==> src/rtl/quad_pkg.sv <==
// Shared constants and helpers for the quadrature signal generator.
// Phase codes are {A,B}; position steps wrap to zero at the signed extremes.
package quad_pkg;

    localparam int MIN_DIV_DEF = 40;
    localparam int DIV_W_DEF   = 16;

    localparam logic [1:0] PH_00 = 2'b00;
    localparam logic [1:0] PH_10 = 2'b10;
    localparam logic [1:0] PH_11 = 2'b11;
    localparam logic [1:0] PH_01 = 2'b01;

    typedef logic [1:0] state_t;
    localparam state_t ST_IDLE = 2'd0;
    localparam state_t ST_RUN  = 2'd1;
    localparam state_t ST_DONE = 2'd2;

    localparam logic [31:0] POS_MAX = 32'h7FFF_FFFF;
    localparam logic [31:0] POS_MIN = 32'h8000_0000;

    // Phase index 0..3 to {A,B}; UP leads with A, DOWN leads with B.
    function automatic logic [1:0] phase_bits(input logic [1:0] idx, input logic up);
        logic [1:0] ab;
        case (idx)
            2'd0:    ab = PH_00;
            2'd1:    ab = up ? PH_10 : PH_01;
            2'd2:    ab = PH_11;
            2'd3:    ab = up ? PH_01 : PH_10;
            default: ab = PH_00;
        endcase
        return ab;
    endfunction

    function automatic logic [31:0] pos_step(input logic [31:0] pos, input logic up);
        logic [31:0] nxt;
        if (up) begin
            nxt = (pos == POS_MAX) ? 32'd0 : pos + 32'd1;
        end else begin
            nxt = (pos == POS_MIN) ? 32'd0 : pos - 32'd1;
        end
        return nxt;
    endfunction

endpackage

==> src/rtl/quad_phase_stepper.sv <==
// Walks the four quadrature phases with a fixed dwell per phase.
// count_done strobes on the edge that returns the outputs to 00.
module quad_phase_stepper
    import quad_pkg::*;
#(
    parameter int DIV_W = DIV_W_DEF
) (
    input  logic             clk,
    input  logic             reset,
    input  logic             step_en,
    input  logic             dir,
    input  logic [DIV_W-1:0] div,
    output logic             sig_a,
    output logic             sig_b,
    output logic             count_done
);

    localparam logic [DIV_W-1:0] DWELL_ONE = {{(DIV_W-1){1'b0}}, 1'b1};

    logic [DIV_W-1:0] dwell_r;
    logic [1:0]       phase_r;
    logic             sig_a_r;
    logic             sig_b_r;
    logic             expire_s;
    logic [1:0]       phase_nxt_s;
    logic [1:0]       ab_nxt_s;

    // Phase expiry and the next {A,B} code.
    always_comb begin
        expire_s    = 1'b0;
        phase_nxt_s = phase_r + 2'd1;
        ab_nxt_s    = phase_bits(phase_nxt_s, dir);
        if (step_en) begin
            expire_s = (dwell_r == (div - DWELL_ONE));
        end else begin
            expire_s = 1'b0;
        end
    end

    assign count_done = expire_s && (phase_r == 2'd3);

    // Dwell counter, phase index and registered A/B outputs.
    always_ff @(posedge clk or posedge reset) begin
        if (reset) begin
            dwell_r <= '0;
            phase_r <= 2'd0;
            sig_a_r <= 1'b0;
            sig_b_r <= 1'b0;
        end else if (!step_en) begin
            dwell_r <= '0;
            phase_r <= 2'd0;
            sig_a_r <= 1'b0;
            sig_b_r <= 1'b0;
        end else if (expire_s) begin
            dwell_r <= '0;
            phase_r <= phase_nxt_s;
            sig_a_r <= ab_nxt_s[1];
            sig_b_r <= ab_nxt_s[0];
        end else begin
            dwell_r <= dwell_r + DWELL_ONE;
        end
    end

    assign sig_a = sig_a_r;
    assign sig_b = sig_b_r;

endmodule

==> src/rtl/quad_signal_gen.sv <==
// Quadrature encoder emulator: moves the emitted position to a signed target,
// one full A/B cycle per count, with abort honoured only at count boundaries.
module quad_signal_gen
    import quad_pkg::*;
#(
    parameter int MIN_DIV = MIN_DIV_DEF,
    parameter int DIV_W   = DIV_W_DEF
) (
    input  logic             clk,
    input  logic             reset,
    input  logic             cmd_valid,
    output logic             cmd_ready,
    input  logic [31:0]      cmd_target,
    input  logic [DIV_W-1:0] cmd_div,
    input  logic             abort,
    output logic             sig_a,
    output logic             sig_b,
    output logic [31:0]      position,
    output logic             busy,
    output logic             done
);

    localparam logic [DIV_W-1:0] MIN_DIV_V = DIV_W'(MIN_DIV);

    state_t           state_r;
    logic [31:0]      target_r;
    logic [DIV_W-1:0] div_r;
    logic [31:0]      position_r;
    logic             dir_r;
    logic             abort_lat_r;
    logic             busy_r;
    logic             done_r;
    logic             cmd_ready_r;

    logic             accept_s;
    logic [DIV_W-1:0] div_clamp_s;
    logic [31:0]      pos_next_s;
    logic             finish_s;
    logic             dir_next_s;
    logic             step_en_s;
    logic             count_done_s;

    // Handshake, clamp and the decision taken at each count boundary.
    always_comb begin
        accept_s    = cmd_valid && cmd_ready_r && (state_r == ST_IDLE);
        div_clamp_s = cmd_div;
        if (cmd_div < MIN_DIV_V) begin
            div_clamp_s = MIN_DIV_V;
        end else begin
            div_clamp_s = cmd_div;
        end
        pos_next_s = pos_step(position_r, dir_r);
        finish_s   = (pos_next_s == target_r) || abort_lat_r || abort;
        dir_next_s = ($signed(target_r) > $signed(pos_next_s));
        step_en_s  = (state_r == ST_RUN);
    end

    quad_phase_stepper #(
        .DIV_W (DIV_W)
    ) u_stepper (
        .clk        (clk),
        .reset      (reset),
        .step_en    (step_en_s),
        .dir        (dir_r),
        .div        (div_r),
        .sig_a      (sig_a),
        .sig_b      (sig_b),
        .count_done (count_done_s)
    );

    // Move FSM, position register and registered status outputs.
    always_ff @(posedge clk or posedge reset) begin
        if (reset) begin
            state_r     <= ST_IDLE;
            target_r    <= 32'd0;
            div_r       <= MIN_DIV_V;
            position_r  <= 32'd0;
            dir_r       <= 1'b0;
            abort_lat_r <= 1'b0;
            busy_r      <= 1'b0;
            done_r      <= 1'b0;
            cmd_ready_r <= 1'b1;
        end else begin
            case (state_r)
                ST_IDLE: begin
                    if (accept_s) begin
                        target_r    <= cmd_target;
                        div_r       <= div_clamp_s;
                        cmd_ready_r <= 1'b0;
                        abort_lat_r <= 1'b0;
                        if (cmd_target == position_r) begin
                            state_r <= ST_DONE;
                            done_r  <= 1'b1;
                        end else begin
                            state_r <= ST_RUN;
                            busy_r  <= 1'b1;
                            dir_r   <= ($signed(cmd_target) > $signed(position_r));
                        end
                    end
                end
                ST_RUN: begin
                    if (abort) begin
                        abort_lat_r <= 1'b1;
                    end
                    // Position moves on the same edge the outputs land back on 00.
                    if (count_done_s) begin
                        position_r <= pos_next_s;
                        if (finish_s) begin
                            state_r     <= ST_DONE;
                            busy_r      <= 1'b0;
                            done_r      <= 1'b1;
                            abort_lat_r <= 1'b0;
                        end else begin
                            dir_r <= dir_next_s;
                        end
                    end
                end
                ST_DONE: begin
                    state_r     <= ST_IDLE;
                    done_r      <= 1'b0;
                    cmd_ready_r <= 1'b1;
                end
                default: begin
                    state_r     <= ST_IDLE;
                    busy_r      <= 1'b0;
                    done_r      <= 1'b0;
                    cmd_ready_r <= 1'b1;
                end
            endcase
        end
    end

    assign position  = position_r;
    assign busy      = busy_r;
    assign done      = done_r;
    assign cmd_ready = cmd_ready_r;

endmodule
==> config.mk <==
export PLATFORM = sky130hd
export DESIGN_NAME = quad_signal_gen
export DESIGN_NICKNAME = d
export VERILOG_FILES = /design/src/rtl/quad_pkg.sv /design/src/rtl/quad_phase_stepper.sv /design/src/rtl/quad_signal_gen.sv
export SDC_FILE = /design/constraint.sdc
export NUM_CORES = 1
export LEC_CHECK = 0
export CAP_MARGIN = 20
export CORE_ASPECT_RATIO = 1.2
export CORE_UTILIZATION = 55
export DETAILED_ROUTE_END_ITERATION = 10
export PLACE_DENSITY_LB_ADDON = 0.05
export SLEW_MARGIN = 25
export SYNTH_ARGS = -nofsm -noshare
export SYNTH_HDL_FRONTEND = slang
export SYNTH_SLANG_ARGS = --single-unit
==> constraint.sdc <==
create_clock -name clk -period 8.5 [get_ports clk]
set_input_delay 2.55 -clock clk [delete_from_list [all_inputs] [get_ports clk]]
set_output_delay 2.55 -clock clk [all_outputs]
set_load 0.02 [all_outputs]
==> results.sh, run 1 <==
export IMPL_rsz0062_at_grt="no"
export IMPL_grtUsageMet1_pct=37.02
export IMPL_io_pins=89
export IMPL_startpoint_type="flip-flop"
export IMPL_synth_edff_count=0
export IMPL_yosys_warnings=0
export IMPL_final_max_slew_violation_count=0
export IMPL_routed_wire_length_per_instance_um=17.78
export IMPL_groute_usage_overall_pct=30.31
export IMPL_htree_num_levels=3
export IMPL_port_buffers=88
export IMPL_synth_largest_area_cell="dfrtp_1"
export IMPL_syn_instance_count=1004
export IMPL_critical_path_depth=19
export IMPL_worst_slew_pin_transition_ns=0.8992
export IMPL_area_used_by_multi_input_combinational_logic_mm2=0.004885
export IMPL_die_area_mm2=0.01493
export IMPL_achievable_clock_frequency_ghz=0.1713
export IMPL_ctsLongestPathBuffers=2
export IMPL_critical_path_cell_chain="ha_1 -> and3_1 -> nand4_1 -> or4_1 -> nor2_1 -> a21o_1 -> buf_4 -> o31ai_1 -> a221oi_1 -> ha_1 -> nand4_1 -> nor4_1 -> o21ai_0 -> a31oi_1 -> nand3_1 -> o211ai_1 -> xnor2_1 -> a32o_1 -> mux2_2"
export IMPL_crit_buf_inv=1
export IMPL_regToRegEndpoint="dir_r$_DFFE_PP0P_"
export IMPL_ir_worst_vdd_mv=0.1153
export IMPL_clk_pin_slew_ns=0.08
export IMPL_postRouteWirelength_mm=21.96
export IMPL_drive_gt1_share_pct=5.075
export IMPL_finalNetCount=1184
export IMPL_post_cts_resized_instances=0
export IMPL_antennaDiodeCount=0
export IMPL_placed_cell_area_mm2=0.008934
export IMPL_place_detailed_hpwl_mm=16.15
export IMPL_pin_count_of_the_biggest_net_entering_global_routing=70
export IMPL_maxCapViolCount=0
export IMPL_fillCellCount=1229
export IMPL_placementRows=47
export IMPL_grtUsageMet2_pct=54.07
export IMPL_fp_dieH_um=133.7
export IMPL_critical_path_slowest_cell="or4_1"
export IMPL_initial_core_utilization_pct=57.01
export IMPL_postSynth_asyncResetShare_pct=100.0
export IMPL_post_cts_setup_buffers=0
export IMPL_gpl_final_weighted_congestion=0.9166
export IMPL_worst_path_largest_cell_delay_ns=0.69
export IMPL_hold_worst_slack_ns=0.4911
export IMPL_avgViaCountPerCell=6.050
export IMPL_globalRoute_totalOverflow=0
export IMPL_power_density_mw_per_mm2=250.3
export IMPL_timing_clock_skew_ns=0.009934
export IMPL_violations="DRC"
export IMPL_post_route_drc_count=8
export IMPL_yosysUniqueCellTypes=70
export IMPL_detailedRoute_firstPassIterationCount=8
export IMPL_ctsHoldBuffers=0
export IMPL_setup_viol_count_final=0
export IMPL_antenna_found_initial=0
export IMPL_synth_flop_cell="dfrtp_1"
export IMPL_clkSinkCount=107
export IMPL_synth_area_top_cells="dfrtp_1 (33%), ha_1 (11%), nand2_1 (9.9%), o21ai_0 (5.2%), nor2_1 (3.7%)"
export IMPL_ys_ff_latch=107
export IMPL_cts_tree="yes"
export IMPL_layout_min_cycle_time_ns=5.837
export IMPL_post_synth_xor_area_fraction_pct=4.409
export IMPL_run_status="finished with violations"
export IMPL_timing_slew_headroom_pct=40.05
export IMPL_startpoint_of_the_most_critical_hold_path="target_r[23]$_DFFE_PP0P_"
export IMPL_worstPathArrival_ns=6.09
export IMPL_largest_family_of_logic_cells_by_synthesized_area="simple AND/OR/NAND/NOR gates"
export IMPL_area_share_of_and_or_nand_nor_cells_after_synthesis_pct=25.45
export IMPL_post_synth_most_frequent_cells="nand2_1 (209), dfrtp_1 (104), o21ai_0 (83), nor2_1 (78), ha_1 (73)"
export IMPL_finalHoldViolCount=0
export IMPL_clk_latency_ns=0.37
export IMPL_synth_fp_nets=1129
export IMPL_ant_nets=0
export IMPL_timing_critical_path_required_ns=8.75
export IMPL_timing_critical_path_to_type="flip-flop"
export IMPL_hold_depth=2
export IMPL_seq_area_frac_synth_pct=33.75
export IMPL_inserted_clock_buffers=9
export IMPL_grt_first_pass_wirelength_mm=35.61
export IMPL_floorplan_core_area_mm2=0.01394
export IMPL_grt_use_met3_pct=3.367
export IMPL_critical_path_max_fanout=21
export IMPL_critical_path_reg2reg_startpoint="position[0]$_DFFE_PP0P_"
export IMPL_path_delay_family="simple AND/OR/NAND/NOR gates"
export IMPL_synthMostInstantiatedCell="nand2_1"
export IMPL_finalCritPeriodShare_pct=68.67
export IMPL_setup_reg_to_reg_worst_slack_ns=2.66
export IMPL_synthesized_area_fraction_occupied_by_ao_oa_aoi_and_oai_cells_pct=18.79
export IMPL_share_of_synthesized_area_spent_on_multiplexers_pct=1.071
export IMPL_share_of_synthesized_cell_area_in_full_adder_half_adder_and_majority_cells_pct=11.50
export IMPL_worst_setup_path_type="flip-flop to flip-flop"
export IMPL_busiest_layer_in_global_routing="met2"
export IMPL_synth_cell_area_mm2=0.007945
export IMPL_first_iter_violations=571
export IMPL_fraction_of_synthesized_cell_area_taken_by_the_top_area_cell_type_pct=32.76
export IMPL_root_buf_cell="clkbuf_16"
export IMPL_reg2regPathDepth=19
export IMPL_syn_area_per_cell_um2=7.913
export IMPL_finalInstanceArea_mm2=0.009245
export IMPL_vias=7472
export IMPL_first_global_vias=7271
export IMPL_syn2layout_area_growth_pct=16.36
export IMPL_chipWidth_um=111.7
export IMPL_total_leakage_power_nw=4.091
export IMPL_setup_tns_final_ns=0
export IMPL_min_path_type="flip-flop to flip-flop"
export IMPL_seqCellArea_mm2=0.002681
export IMPL_min_to="target_r[23]$_DFFE_PP0P_"
[worst min-delay path, stage by stage, from the launching register on]
cell	delay [ns]
dfrtp_1	0.35
nand2_1	0.06
nand2_1	0.06
[routing by layer]
layer	up-vias	routed length [µm]
met1	3515	9222
met2	229	11100
met4	0	588
met5	-	0
met3	37	1048
li1	3691	-
[how the worst max path moves through the flow]
stage,from,end,slack (ns)
6_report,position[0]$_DFFE_PP0P_,dir_r$_DFFE_PP0P_,2.66
5_1_grt,position[0]$_DFFE_PP0P_,dir_r$_DFFE_PP0P_,2.20
4_1_cts,position[0]$_DFFE_PP0P_,dir_r$_DFFE_PP0P_,2.73
3_5_place_dp,cmd_target[31],dir_r$_DFFE_PP0P_,2.62
3_3_place_gp,cmd_target[31],dir_r$_DFFE_PP0P_,2.60
2_1_floorplan,reset,abort_lat_r$_DFFE_PP0P_,3.14
[cell families after synthesis]
logic type                 Yosys count
DFF                                107
adders and majority gates           73
muxes                                8
xor gates and xnor gates            40
and+or+nand+nor                    443
AOI/OAI and AO/OA                  228
buffers and inverters              105
[through the flow]
step	utilization, %	setup slack (ns)	std cells	total power, mW
final	66.33	2.663	1235	2.314
after global routing	66.33	2.196	1235	2.487
after CTS	66.33	2.729	1235	2.309
after detailed placement	64.10	2.616	1219	1.849
after global placement	64.10	2.605	1219	1.820
after floorplan	-	3.138	1004	1.536
[cells in the final DEF, fill, tap and decap left out, types with 12 or more instances in the layout]
cell type | synthesis | final
nand2_1 | 209 | 209
dfrtp_1 | 104 | 104
clkdlybuf4s50_1 | 0 | 88
o21ai_0 | 83 | 83
nor2_1 | 78 | 78
ha_1 | 73 | 73
inv_1 | 50 | 49
nand3_1 | 37 | 36
a21oi_1 | 33 | 32
nor3_1 | 25 | 24
xnor2_1 | 22 | 22
xor2_1 | 18 | 18
nor4_1 | 18 | 18
nand4_1 | 17 | 17
or3_1 | 15 | 15
a21o_1 | 15 | 15
o22ai_1 | 12 | 12
[flip-flops by register name, summed over array words and instances (netlist names)]
register           count
div_r                 16
u_stepper.sig_a        1
u_stepper.dwell_r     16
done                   1
state_r                2
dir_r                  1
abort_lat_r            1
cmd_ready              1
target_r              32
u_stepper.sig_b        1
position              32
u_stepper.phase_r      2
busy                   1
[cell type report]
type	count	area share [%]
Timing Repair Buffer	99	10.42
Clock inverter	6	0.7850
Tap cell	171	2.314
Clock buffer	10	2.585
Multi-Input combinational cell	792	52.84
Sequential cell	107	29.00
Inverter	50	2.057
[report_power, final]
part / switching [mW] / total, mW / internal (mW)
combinational: 0.628 / 1.07 / 0.444
sequential: 0.147 / 0.791 / 0.644
clock: 0.210 / 0.451 / 0.241
total: 0.986 / 2.31 / 1.33
No activity file was read; power rests on OpenSTA's default activity.
==> run 2: changes to the inputs <==
==> constraint.sdc (replaced) <==
create_clock -name clk -period 6 [get_ports clk]
set_input_delay 1.8 -clock clk [delete_from_list [all_inputs] [get_ports clk]]
set_output_delay 1.8 -clock clk [all_outputs]
set_load 0.02 [all_outputs]
==> results.sh, run 2 (synthesized netlist as in run 1, its figures left out) <==
export IMPL_timing_critical_path_to_type="flip-flop"
export IMPL_power_density_mw_per_mm2=350.7
export IMPL_ir_worst_vdd_mv=0.1886
export IMPL_finalNetCount=1190
export IMPL_fillCellCount=1242
export IMPL_globalRoute_totalOverflow=0
export IMPL_layout_min_cycle_time_ns=5.439
export IMPL_violations="DRC"
export IMPL_achievable_clock_frequency_ghz=0.1838
export IMPL_first_global_vias=6984
export IMPL_syn2layout_area_growth_pct=16.93
export IMPL_clk_latency_ns=0.36
export IMPL_run_status="finished with violations"
export IMPL_setup_viol_count_final=0
export IMPL_die_area_mm2=0.01493
export IMPL_finish_cell_count_without_fillers=1241
export IMPL_placementRows=47
export IMPL_startpoint_type="flip-flop"
export IMPL_timing_critical_path_required_ns=6.25
export IMPL_inserted_clock_buffers=9
export IMPL_drive_gt1_share_pct=5.514
export IMPL_post_route_drc_count=8
export IMPL_min_path_type="flip-flop to flip-flop"
export IMPL_vias=7474
export IMPL_reg2regPathDepth=16
export IMPL_hold_depth=2
export IMPL_critical_path_slowest_cell="or4_1"
export IMPL_final_max_slew_violation_count=0
export IMPL_antenna_found_initial=0
export IMPL_ctsHoldBuffers=0
export IMPL_timing_clock_skew_ns=0.007592
export IMPL_initial_core_utilization_pct=57.01
export IMPL_mostFrequentLayoutCells="nand2_1 (209), dfrtp_1 (104), clkdlybuf4s50_1 (88)"
export IMPL_crit_path_frequent_cell="nand4_1"
export IMPL_avgViaCountPerCell=6.023
export IMPL_final_core_utilization_pct=66.66
export IMPL_worst_path_largest_cell_delay_ns=0.61
export IMPL_floorplan_core_area_mm2=0.01394
export IMPL_total_leakage_power_nw=4.117
export IMPL_clkSinkCount=107
export IMPL_post_cts_resized_instances=0
export IMPL_clk_pin_slew_ns=0.07
export IMPL_worst_setup_path_type="flip-flop to flip-flop"
export IMPL_worstPathArrival_ns=5.69
export IMPL_antennaDiodeCount=0
export IMPL_gpl_final_weighted_congestion=0.9585
export IMPL_finalHoldViolCount=0
export IMPL_place_detailed_hpwl_mm=16.00
export IMPL_first_iter_violations=531
export IMPL_grt_first_pass_wirelength_mm=34.46
export IMPL_critical_path_cell_chain="nand3_1 -> or3_1 -> or4_1 -> nor2_1 -> a21oi_2 -> nand2_1 -> o21ai_0 -> a221oi_1 -> ha_1 -> nand4_1 -> nor4_1 -> nand4_1 -> a211oi_2 -> nor3_1 -> o21ai_1 -> mux2_2"
export IMPL_worst_slew_pin_transition_ns=1.027
export IMPL_timing_slew_headroom_pct=31.52
export IMPL_groute_usage_overall_pct=29.25
export IMPL_htree_num_levels=3
export IMPL_postRouteWirelength_mm=21.41
export IMPL_pin_count_of_the_biggest_net_entering_global_routing=75
export IMPL_place_inst=1225
export IMPL_finalCritPeriodShare_pct=90.66
export IMPL_setup_tns_final_ns=0
export IMPL_layout_commonest_cell="nand2_1"
export IMPL_cts_tree="yes"
export IMPL_critical_path_max_fanout=20
export IMPL_fp_dieH_um=133.7
export IMPL_ctsLongestPathBuffers=2
export IMPL_maxCapViolCount=0
export IMPL_rsz0062_at_grt="no"
export IMPL_io_pins=89
export IMPL_detailedRoute_firstPassIterationCount=8
export IMPL_port_buffers=88
export IMPL_root_buf_cell="clkbuf_16"
export IMPL_post_cts_setup_buffers=0
export IMPL_routed_wire_length_per_instance_um=17.25
export IMPL_chipWidth_um=111.7
export IMPL_ant_nets=0
==> run 2: cell count changes in the layout (fill, tap and decap cells not counted), sizes merged <==
cell      delta
clkinvlp     -1
buf          +6
clkbuf       +1
==> run 2: cell type report <==
type	count	area (µm²)	area share [%]
clock buffer	11	242.7	2.613
clock inverter	5	60.06	0.6465
inverter	50	192.7	2.074
multi-input combinational	792	4891	52.65
sequential	107	2681	28.86
tap	171	214.0	2.303
timing repair buffer	105	1008	10.86
==> run 2: per-layer routing <==
layer | track usage (%) | part of all wire (%) | routed length, µm
met1 | 35.86 | 43 | 9211
met2 | 51.41 | 49 | 10590
met3 | 2.957 | 3.8 | 812
met4 | 13.96 | 3.7 | 790
met5 | 0 | 0 | 0
==> run 2: path summary, 6_finish.rpt <==
check / from / to / slack [ns]
min: target_r[1]$_DFFE_PP0P_ / target_r[1]$_DFFE_PP0P_ / 0.49
min in group asynchronous: reset / u_stepper.dwell_r[12]$_DFF_PP0_ / 1.92
min reg2reg: target_r[1]$_DFFE_PP0P_ / target_r[1]$_DFFE_PP0P_ / 0.49
max: position[13]$_DFFE_PP0P_ / dir_r$_DFFE_PP0P_ / 0.56
max reg2reg: position[13]$_DFFE_PP0P_ / dir_r$_DFFE_PP0P_ / 0.56
max in group asynchronous: reset / target_r[19]$_DFFE_PP0P_ / 3.17
==> run 2: critical path: cells and delay by family, from the launching register on <==
family                   cells  cell delay, ns
AND/OR/NAND/NOR              9            2.75
AO/OA/AOI/OAI                5            1.50
flip-flops                   1            0.52
multiplexers                 1            0.36
adder cells (fa/ha/maj)      1            0.20
==> run 2: where the power goes <==
| group | switching (mW) | total (mW) | internal (mW) |
|---|---|---|---|
| clock | 0.290 | 0.628 | 0.338 |
| combinational | 0.886 | 1.53 | 0.641 |
| sequential | 0.191 | 1.10 | 0.912 |
==> run 2: stage by stage <==
stage	setup slack [ns]	power, mW	hold WS [ns]	area, µm²
finish	0.5605	3.258	0.4925	9290
global route	0.2658	3.501	0.5172	9290
CTS	0.6502	3.256	0.4972	9281
detailed placement	0.6707	2.614	0.4732	8979
global placement	0.7826	2.592	0.4706	8979
floorplan	1.108	2.175	0.4523	7945
